<file path="config.mk">
export PLATFORM = sky130hd
export DESIGN_NAME = difftest_step_batcher
export DESIGN_NICKNAME = d
export VERILOG_FILES = /design/src/rtl/difftest_step_batcher.sv
export SDC_FILE = /design/constraint.sdc
export NUM_CORES = 1
export LEC_CHECK = 0
export ABC_AREA = 1
export BUFFER_PORTS_ARGS = -buffer_cell sky130_fd_sc_hd__buf_2
export CAP_MARGIN = 30
export CELL_PAD_IN_SITES_DETAIL_PLACEMENT = 1
export CELL_PAD_IN_SITES_GLOBAL_PLACEMENT = 1
export CORE_MARGIN = 3
export CORE_UTILIZATION = 40
export DETAILED_ROUTE_END_ITERATION = 10
export PLACE_DENSITY = 0.78
export SLEW_MARGIN = 20
export SYNTH_ARGS = -nofsm -noshare
export SYNTH_HDL_FRONTEND = slang
export SYNTH_SLANG_ARGS = --single-unit
</file>
<file path="constraint.sdc">
create_clock -name clock -period 9.9 [get_ports clock]
set_input_delay 0.99 -clock clock [delete_from_list [all_inputs] [get_ports clock]]
set_output_delay 0.99 -clock clock [all_outputs]
set_load 0.02 [all_outputs]
</file>
<file path="src/rtl/difftest_step_batcher.sv">
// difftest_step_batcher
// Collects per-cycle instruction-commit pulses into batched step counts for
// the difftest endpoint, and turns a core trap event into the 64-bit exit
// code the endpoint consumes. Every commit is stepped before exit is raised.
//
// Ports:
//   clock          sole clock
//   reset          asynchronous, active-low reset
//   commit_valid   one bit per instruction committed this cycle
//   force_flush    emit all pending commits now
//   trap_valid     single-cycle pulse: core hit a trap instruction
//   trap_good      qualifies trap_valid (1 = good trap)
//   trap_code      trap code, valid with trap_valid
//   difftest_step  commits to step this cycle (0 = no step), registered
//   difftest_exit  0 = running, all-ones = good exit, else error code
//
// Optional feature macro: DIFFTEST_BATCH_STATS_EN
//   When defined, adds stat_batches (emit cycles with nonzero step, 32 bits)
//   and stat_commits (sum of emitted step values, 64 bits); both wrap.
module difftest_step_batcher #(
  parameter int NUM_PORTS       = 6,
  parameter int STEPWIDTH       = 8,
  parameter int BATCH_THRESHOLD = 32,
  parameter int FLUSH_TIMEOUT   = 64
) (
  input  logic                 clock,
  input  logic                 reset,
  input  logic [NUM_PORTS-1:0] commit_valid,
  input  logic                 force_flush,
  input  logic                 trap_valid,
  input  logic                 trap_good,
  input  logic [31:0]          trap_code,
  output logic [STEPWIDTH-1:0] difftest_step,
  output logic [63:0]          difftest_exit
`ifdef DIFFTEST_BATCH_STATS_EN
  ,
  output logic [31:0]          stat_batches,
  output logic [63:0]          stat_commits
`endif
);

  // Pending/total width leaves two bits of headroom above a full step.
  localparam int PW = STEPWIDTH + 2;
  // Timer wide enough to reach FLUSH_TIMEOUT-1 and then saturate.
  localparam int TW = $clog2(FLUSH_TIMEOUT + 1) + 1;

  localparam logic [PW-1:0] STEP_MAX_P  = {2'b00, {STEPWIDTH{1'b1}}};
  localparam logic [PW-1:0] THRESHOLD_P = PW'(BATCH_THRESHOLD);
  localparam logic [TW-1:0] TIMEOUT_P   = TW'(FLUSH_TIMEOUT - 1);
  localparam logic [TW-1:0] TIMER_MAX_P = {TW{1'b1}};

  typedef enum logic [1:0] {
    ST_RUN   = 2'd0,
    ST_DRAIN = 2'd1,
    ST_EXIT  = 2'd2
  } state_t;

  state_t          state_r, state_nx_s;
  logic [PW-1:0]   pending_r, pending_nx_s;
  logic [TW-1:0]   timer_r, timer_nx_s;
  logic            good_r, good_nx_s;
  logic [31:0]     code_r, code_nx_s;
  logic [STEPWIDTH-1:0] step_nx_s;
  logic [63:0]     exit_nx_s;

  logic [PW-1:0]   inc_s;
  logic [PW-1:0]   total_s;
  logic [PW-1:0]   emit_val_s;
  logic [PW-1:0]   residual_s;
  logic            trap_s;
  logic            emit_s;

  // Number of set bits in the commit vector.
  function automatic logic [PW-1:0] popcount(input logic [NUM_PORTS-1:0] v);
    logic [PW-1:0] c;
    c = '0;
    for (int i = 0; i < NUM_PORTS; i++) begin
      c = c + PW'(v[i]);
    end
    return c;
  endfunction

  // Batch arithmetic, emit decision, next state and next outputs.
  always_comb begin
    state_nx_s   = state_r;
    pending_nx_s = pending_r;
    timer_nx_s   = timer_r;
    good_nx_s    = good_r;
    code_nx_s    = code_r;
    step_nx_s    = '0;
    exit_nx_s    = difftest_exit;

    // Commits only count while running; DRAIN and EXIT ignore them.
    if (state_r == ST_RUN) begin
      inc_s = popcount(commit_valid);
    end else begin
      inc_s = '0;
    end
    total_s = pending_r + inc_s;

    if (total_s > STEP_MAX_P) begin
      emit_val_s = STEP_MAX_P;
    end else begin
      emit_val_s = total_s;
    end
    residual_s = total_s - emit_val_s;

    // A trap entry drains like DRAIN does, so the trap batch goes out at once.
    trap_s = (state_r == ST_RUN) && trap_valid;
    emit_s = (total_s != '0) &&
             ((total_s >= THRESHOLD_P) ||
              force_flush ||
              ((timer_r >= TIMEOUT_P) && (pending_r != '0)) ||
              trap_s ||
              (state_r == ST_DRAIN));

    case (state_r)
      ST_RUN, ST_DRAIN: begin
        if (emit_s) begin
          step_nx_s    = emit_val_s[STEPWIDTH-1:0];
          pending_nx_s = residual_s;
          timer_nx_s   = '0;
        end else begin
          step_nx_s    = '0;
          pending_nx_s = total_s;
          if (total_s == '0) begin
            timer_nx_s = '0;
          end else if ((pending_r != '0) && (timer_r != TIMER_MAX_P)) begin
            timer_nx_s = timer_r + TW'(1);
          end else begin
            timer_nx_s = timer_r;
          end
        end

        if (trap_s) begin
          good_nx_s = trap_good;
          code_nx_s = trap_code;
        end else begin
          good_nx_s = good_r;
          code_nx_s = code_r;
        end

        // Leave for EXIT once nothing is left to step; exit rises one cycle
        // after the final step so the endpoint checks that batch first.
        if (trap_s || (state_r == ST_DRAIN)) begin
          if (pending_nx_s == '0) begin
            state_nx_s = ST_EXIT;
          end else begin
            state_nx_s = ST_DRAIN;
          end
        end else begin
          state_nx_s = state_r;
        end
      end

      ST_EXIT: begin
        step_nx_s  = '0;
        state_nx_s = ST_EXIT;
        if (good_r) begin
          exit_nx_s = 64'hFFFF_FFFF_FFFF_FFFF;
        end else if (code_r == 32'h0) begin
          // A zero code would read as "running"; report it as 1 instead.
          exit_nx_s = 64'h0000_0000_0000_0001;
        end else begin
          exit_nx_s = {32'h0, code_r};
        end
      end

      default: begin
        state_nx_s   = ST_RUN;
        pending_nx_s = '0;
        timer_nx_s   = '0;
        step_nx_s    = '0;
      end
    endcase
  end

  // State, batch bookkeeping and registered outputs.
  always_ff @(posedge clock or negedge reset) begin
    if (!reset) begin
      state_r       <= ST_RUN;
      pending_r     <= '0;
      timer_r       <= '0;
      good_r        <= 1'b0;
      code_r        <= 32'h0;
      difftest_step <= '0;
      difftest_exit <= 64'h0;
    end else begin
      state_r       <= state_nx_s;
      pending_r     <= pending_nx_s;
      timer_r       <= timer_nx_s;
      good_r        <= good_nx_s;
      code_r        <= code_nx_s;
      difftest_step <= step_nx_s;
      difftest_exit <= exit_nx_s;
    end
  end

`ifdef DIFFTEST_BATCH_STATS_EN
  // Emission statistics, updated on the same edge as difftest_step.
  always_ff @(posedge clock or negedge reset) begin
    if (!reset) begin
      stat_batches <= 32'h0;
      stat_commits <= 64'h0;
    end else if (step_nx_s != '0) begin
      stat_batches <= stat_batches + 32'h1;
      stat_commits <= stat_commits + 64'(step_nx_s);
    end else begin
      stat_batches <= stat_batches;
      stat_commits <= stat_commits;
    end
  end
`endif

endmodule
</file>
== After elaboration in Yosys (flattened, before gate mapping) ==
Index checks and enable logic that the tools add are counted.
Cells by class
  add/subtract/negate cells: 8
  order comparisons: 3
  equal/unequal tests: 5
  multiplexer cells: 16
  bitwise operators: 1
  reductions and logical operators: 18
Operators with widths (number)
  $mux 64: 1
  $mux 8: 5
  $logic_not 32->1: 1
  $mux 32: 1
  $mux 10: 3
  $logic_not 10->1: 2
  $pmux 10 s2: 1
  $reduce_bool 10->1: 2
  $pmux 8 s2: 1
  $add 10x10->10: 1
  $ge 10x6->1 const B: 1
  $gt 10x8->1 const B: 1
  $sub 10x10->10: 1
  $add 8x1->8 const B: 1
  $ge 8x6->1 const B: 1
  $ne 8x8->1 const B: 1
  $add 5x1->6: 1
  $mux 6: 1
  $add 4x1->5: 1
  $logic_or 1x1->1: 5
  $add 3x1->4: 1
  $logic_and 1x1->1: 4
  $mux 2: 2
  $ne 4x4->1 const B: 1
  other kinds (10): 11
Storage, ports and cells
  register bits after elaboration: 125
  input bits: 43
  output and inout bits: 72
  logic and storage cells: 58

== Logic depth before layout (Yosys ltp) ==
  depth after elaboration: 19
  mapped depth: 30
  depth with buffers taken out: 29

== Worst setup path before layout ==
No wires, ideal clock.
  path type: input port to flip-flop
  start: input commit_valid[0]
  end: register state_r[0]
  setup time: 0.113 ns
  arrival time: 4.881 ns
  required time: 9.787 ns
  slack: 4.906 ns
  stages on the path: 28
  path buffers: 1
  path through: fa_1 inv_1 fa_1 inv_1 ha_1 fa_1 nand2_1 fa_1 inv_1 nand2_1 nand2_1 nand3_1 nand2_1 nand2_2 nand3_4 buf_2 nand2_1 ha_1 nand2_1 inv_1 nand2_1 nand2_1 nand2_1 nand2_1 nor2_1 nand3_1 nand2_1 inv_1
Between the ends
  cells in the longest elaborated chain, start to end: 19
  elaborated cells between the ends (all ways): 23
  classes of those cells: add/sub (7); order compare (2); mux (7); reduce/logical (7)
RTL lines
  from (decl): RTL line 28  | input logic [NUM_PORTS-1:0] commit_valid,
  $add 1x1->2 *: RTL line 78  | c = c + PW'(v[i]);
  $add 2x1->3 *: RTL line 78
  $add 3x1->4 *: RTL line 78
  $add 4x1->5 *: RTL line 78
  $add 5x1->6 *: RTL line 78
  $mux 6 *: RTL line 94  | if (state_r == ST_RUN) begin
  $add 10x10->10 *: RTL line 99  | total_s = pending_r + inc_s;
  parallel branches: the longest is 6 deep, another holds $gt 10x8->1
  $mux 10 *: RTL line 119  | if (emit_s) begin
  $mux 10 *: RTL line 117  | case (state_r)
  $logic_not 10->1 *: RTL line 146  | if (pending_nx_s == '0) begin
  $mux 2 *: RTL line 146
  $mux 2 *: RTL line 145  | if (trap_s || (state_r == ST_DRAIN)) begin
  $pmux 2 s2 *: RTL line 117
  to (signal assigned): RTL line 189  | state_r <= state_nx_s;
  to (decl): RTL line 58  | state_t state_r, state_nx_s;
Mark *: on every way between the ends. The select of a mux whose other input is x is not followed.
A chain may end at the register's enable or synchronous reset.

== Worst setup path after layout ==
Ends and elaborated chain as after synthesis.

==> impl_metrics.csv <==
group,metric,value,unit
floorplan,dieArea,13400,µm²
synth,yosysWarnings,0,
cells_and_area,nFillCells,1410,
critical_path,path_max_fanout,11,
cells_and_area,layout_commonest_cell,"buf_2",
cells_and_area,drive_gt1_frac,0.238,
clock_tree,ctsResizeCount,0,
detailed_routing,wl_met2,6.78,mm
sta,slew_viol_final,0,
sta,post-route-min-period,5.15,ns
placed_design,io_buffers,114,
synth,synth_area,4830,µm²
cells_and_area,instances_no_fill,798,
critical_path,critPathKind,"in2reg",
pwr,p_per_area,284,nW/µm²
detailed_routing,routed_wl,13.3,mm
critical_path,critical_path.endpoint_type,"flop",
cells_and_area,fin_area,5600,µm²
sta,hold_viol_final,0,
critical_path,r2r-start,"state_r[1]",
detailed_routing,drc,0,
clock_tree,root_buffer,"clkbuf_16",
synth,synth_fa_ha_area_frac,0.0321,
flow_run,maxCapViolCount,0,
synth,synthCells,572,
clock_tree,clock_path_buffers,2,
critical_path,critPathRequiredTime,10.14,ns
critical_path,worstSetupStartpointType,"input pin",
synth,synth-seq-cells,94,
synth,synth-async-reset-ratio,1.00,
clock_tree,cts_tree,"yes",
cells_and_area,area_growth,16.0,%
hold_path,hold_class,"reg2reg",
synth,synth_xor_area_frac,0.00725,
floorplan,ios,115,
pwr,p_leak,2.93,nW
detailed_routing,drt-vias-per-instance,5.20,
synth,muxShareOfSynthArea,0.00673,
floorplan,core_area,11600,µm²
sta,worst_slew_pin_slew,0.790,ns
cells_and_area,multi_input_area,1860,µm²
synth,syn_nets,625,
detailed_routing,wl_met1,5.60,mm
synth,ys_types,38,
placed_design,placed_cells,781,
synth,synthSimpleGateAreaFrac,0.215,
clock_tree,postCtsSetupBuffers,0,
sta,tns,0,ns
synth,synth_edf_count,0,
cells_and_area,final_nets,703,
synth,synth_top_family_by_area,"simple AND/OR/NAND/NOR gates",
clock_tree,htree_levels,3,
sta,slew_headroom,0.473,
floorplan,initial_utilization,0.416,
clock_tree,path_clk_slew,0.07,ns
placed_design,globalplace.congestion,0.873,
synth,ys_seq_area_frac,0.487,
synth,synth_compound_area_frac,0.122,
critical_path,reg2reg_setup_slack,6.02,ns
sta,fmax,0.194,GHz
clock_tree,clkLatencyLatePin,0.35,ns
sta,post-route-period-util,0.520,
detailed_routing,drtAntennaViolNets,0,
grt,grt_pass1_wl,21.8,mm
detailed_routing,highest_layer,"met4",
critical_path,arrival,5.39,ns
grt,overflow,0,
detailed_routing,drt-pass1-iter-count,4,
status,outcome,"complete, no violations",
grt,grt_pass1_vias,4317,
clock_tree,cts_sinks,94,
synth,synth.avg_cell_area,8.45,µm²
floorplan,die_width,116,µm
cells_and_area,regArea,2350,µm²
detailed_routing,dr_wl_met3,707,µm
sta,clock_skew,0.0112,ns
grt,antenna_found_initial,0,
placed_design,placed_area,5320,µm²
detailed_routing,drt_iter0_markers,146,
pwr,vdd_drop_max,178,µV
synth,synth_flop_cell,"dfrtp_1",
grt,grt_max_degree,75,
floorplan,num_rows,39,
hold_path,hold_path_startpoint,"difftest_exit[6]",
sta,holdWs,0.511,ns
clock_tree,postCtsHoldBufs,0,
placed_design,hpwl,9.73,mm
detailed_routing,vias,4146,
sta,rsz0062_at_grt,"false",
detailed_routing,wl_per_cell,16.6,µm
cells_and_area,layout_common_cells,"113 x buf_2, 110 x nand2_1, 94 x dfrtp_1",
pwr,report.power.total,1.59,mW
cells_and_area,antenna_cells,0,
critical_path,startpoint,"commit_valid[0]",
clock_tree,cts_made_buffers,9,
sta,setup-violations-final,0,
grt,grt_util_all_layers,0.208,
floorplan,fp.dieH,116,µm
==> final cells by class <==
| type | count | share of cell area |
|---|---|---|
| inverters | 81 | 0.0543 |
| flip-flops and latches | 94 | 0.420 |
| clock buffers | 10 | 0.0427 |
| clock inverters | 6 | 0.00782 |
| multi-input cells | 345 | 0.331 |
| repair buffers | 119 | 0.112 |
| well taps | 143 | 0.0319 |
==> path summary, 6_finish.rpt <==
check,endpoint,cells past startpoint
hold / removal,difftest_exit[6],2
setup / recovery,state_r[0],23
hold reg to reg,difftest_exit[6],2
min in group asynchronous,difftest_step[7],1
max in group asynchronous,code_r[10],2
setup reg to reg,state_r[0],20
==> worst max-delay path, cell delays in order <==
cell,delay [ns]
buf_2,0.11
fa_1,0.53
inv_1,0.05
fa_1,0.48
inv_1,0.04
ha_1,0.18
fa_1,0.49
nand2_1,0.09
fa_1,0.46
inv_1,0.09
nand2_1,0.05
nand2_1,0.13
nand3_1,0.08
nand2_1,0.27
nand3_2,0.16
nand2_1,0.17
nand4_2,0.31
o21ai_2,0.25
nand2_1,0.07
nor2_1,0.15
nand3_1,0.09
nand2_1,0.07
inv_1,0.04
==> cell families after synthesis <==
group	after synthesis
flip-flops	94
multiplexers	3
buffers and inverters	133
adder cells (fa/ha/maj)	10
AO/OA/AOI/OAI	98
XOR/XNOR	4
AND/OR/NAND/NOR	230
==> per-layer routing <==
metal | vias up | track usage
met3 | 15 | 0.0590
met1 | 2035 | 0.263
met5 | - | 0
met4 | 0 | 0.0541
li1 | 1980 | -
met2 | 116 | 0.352
==> where the power goes <==
part	switching (mW)	internal [mW]
registers	0.0786	0.515
clock network	0.155	0.179
logic	0.457	0.208
total	0.690	0.903
==> registers in the layout, indices dropped and copies added (netlist names) <==
| register | cells |
|---|---|
| code_r | 32 |
| difftest_exit | 33 |
| difftest_step | 8 |
| good_r | 1 |
| pending_r | 10 |
| state_r | 2 |
| timer_r | 8 |
==> cell usage after synthesis, drive strengths merged (8+ instances only) <==
library cell	n	share of area
nand4	13	0.021
o21ai	15	0.016
nand2	119	0.099
a21oi	41	0.042
nor2	60	0.048
nor4	8	0.010
buf	36	0.054
inv	81	0.063
dfrtp	94	0.49
clkbuf	16	0.012
nand3	26	0.031
o211ai	29	0.045
==> through the flow <==
stage	setup slack, ns	utilization
6_report	4.75	0.482
5_1_grt	4.38	0.482
4_1_cts	4.78	0.482
3_5_place_dp	4.41	0.458
3_3_place_gp	4.59	0.455
2_1_floorplan	4.91	-
(Power assumes the default switching activity.)
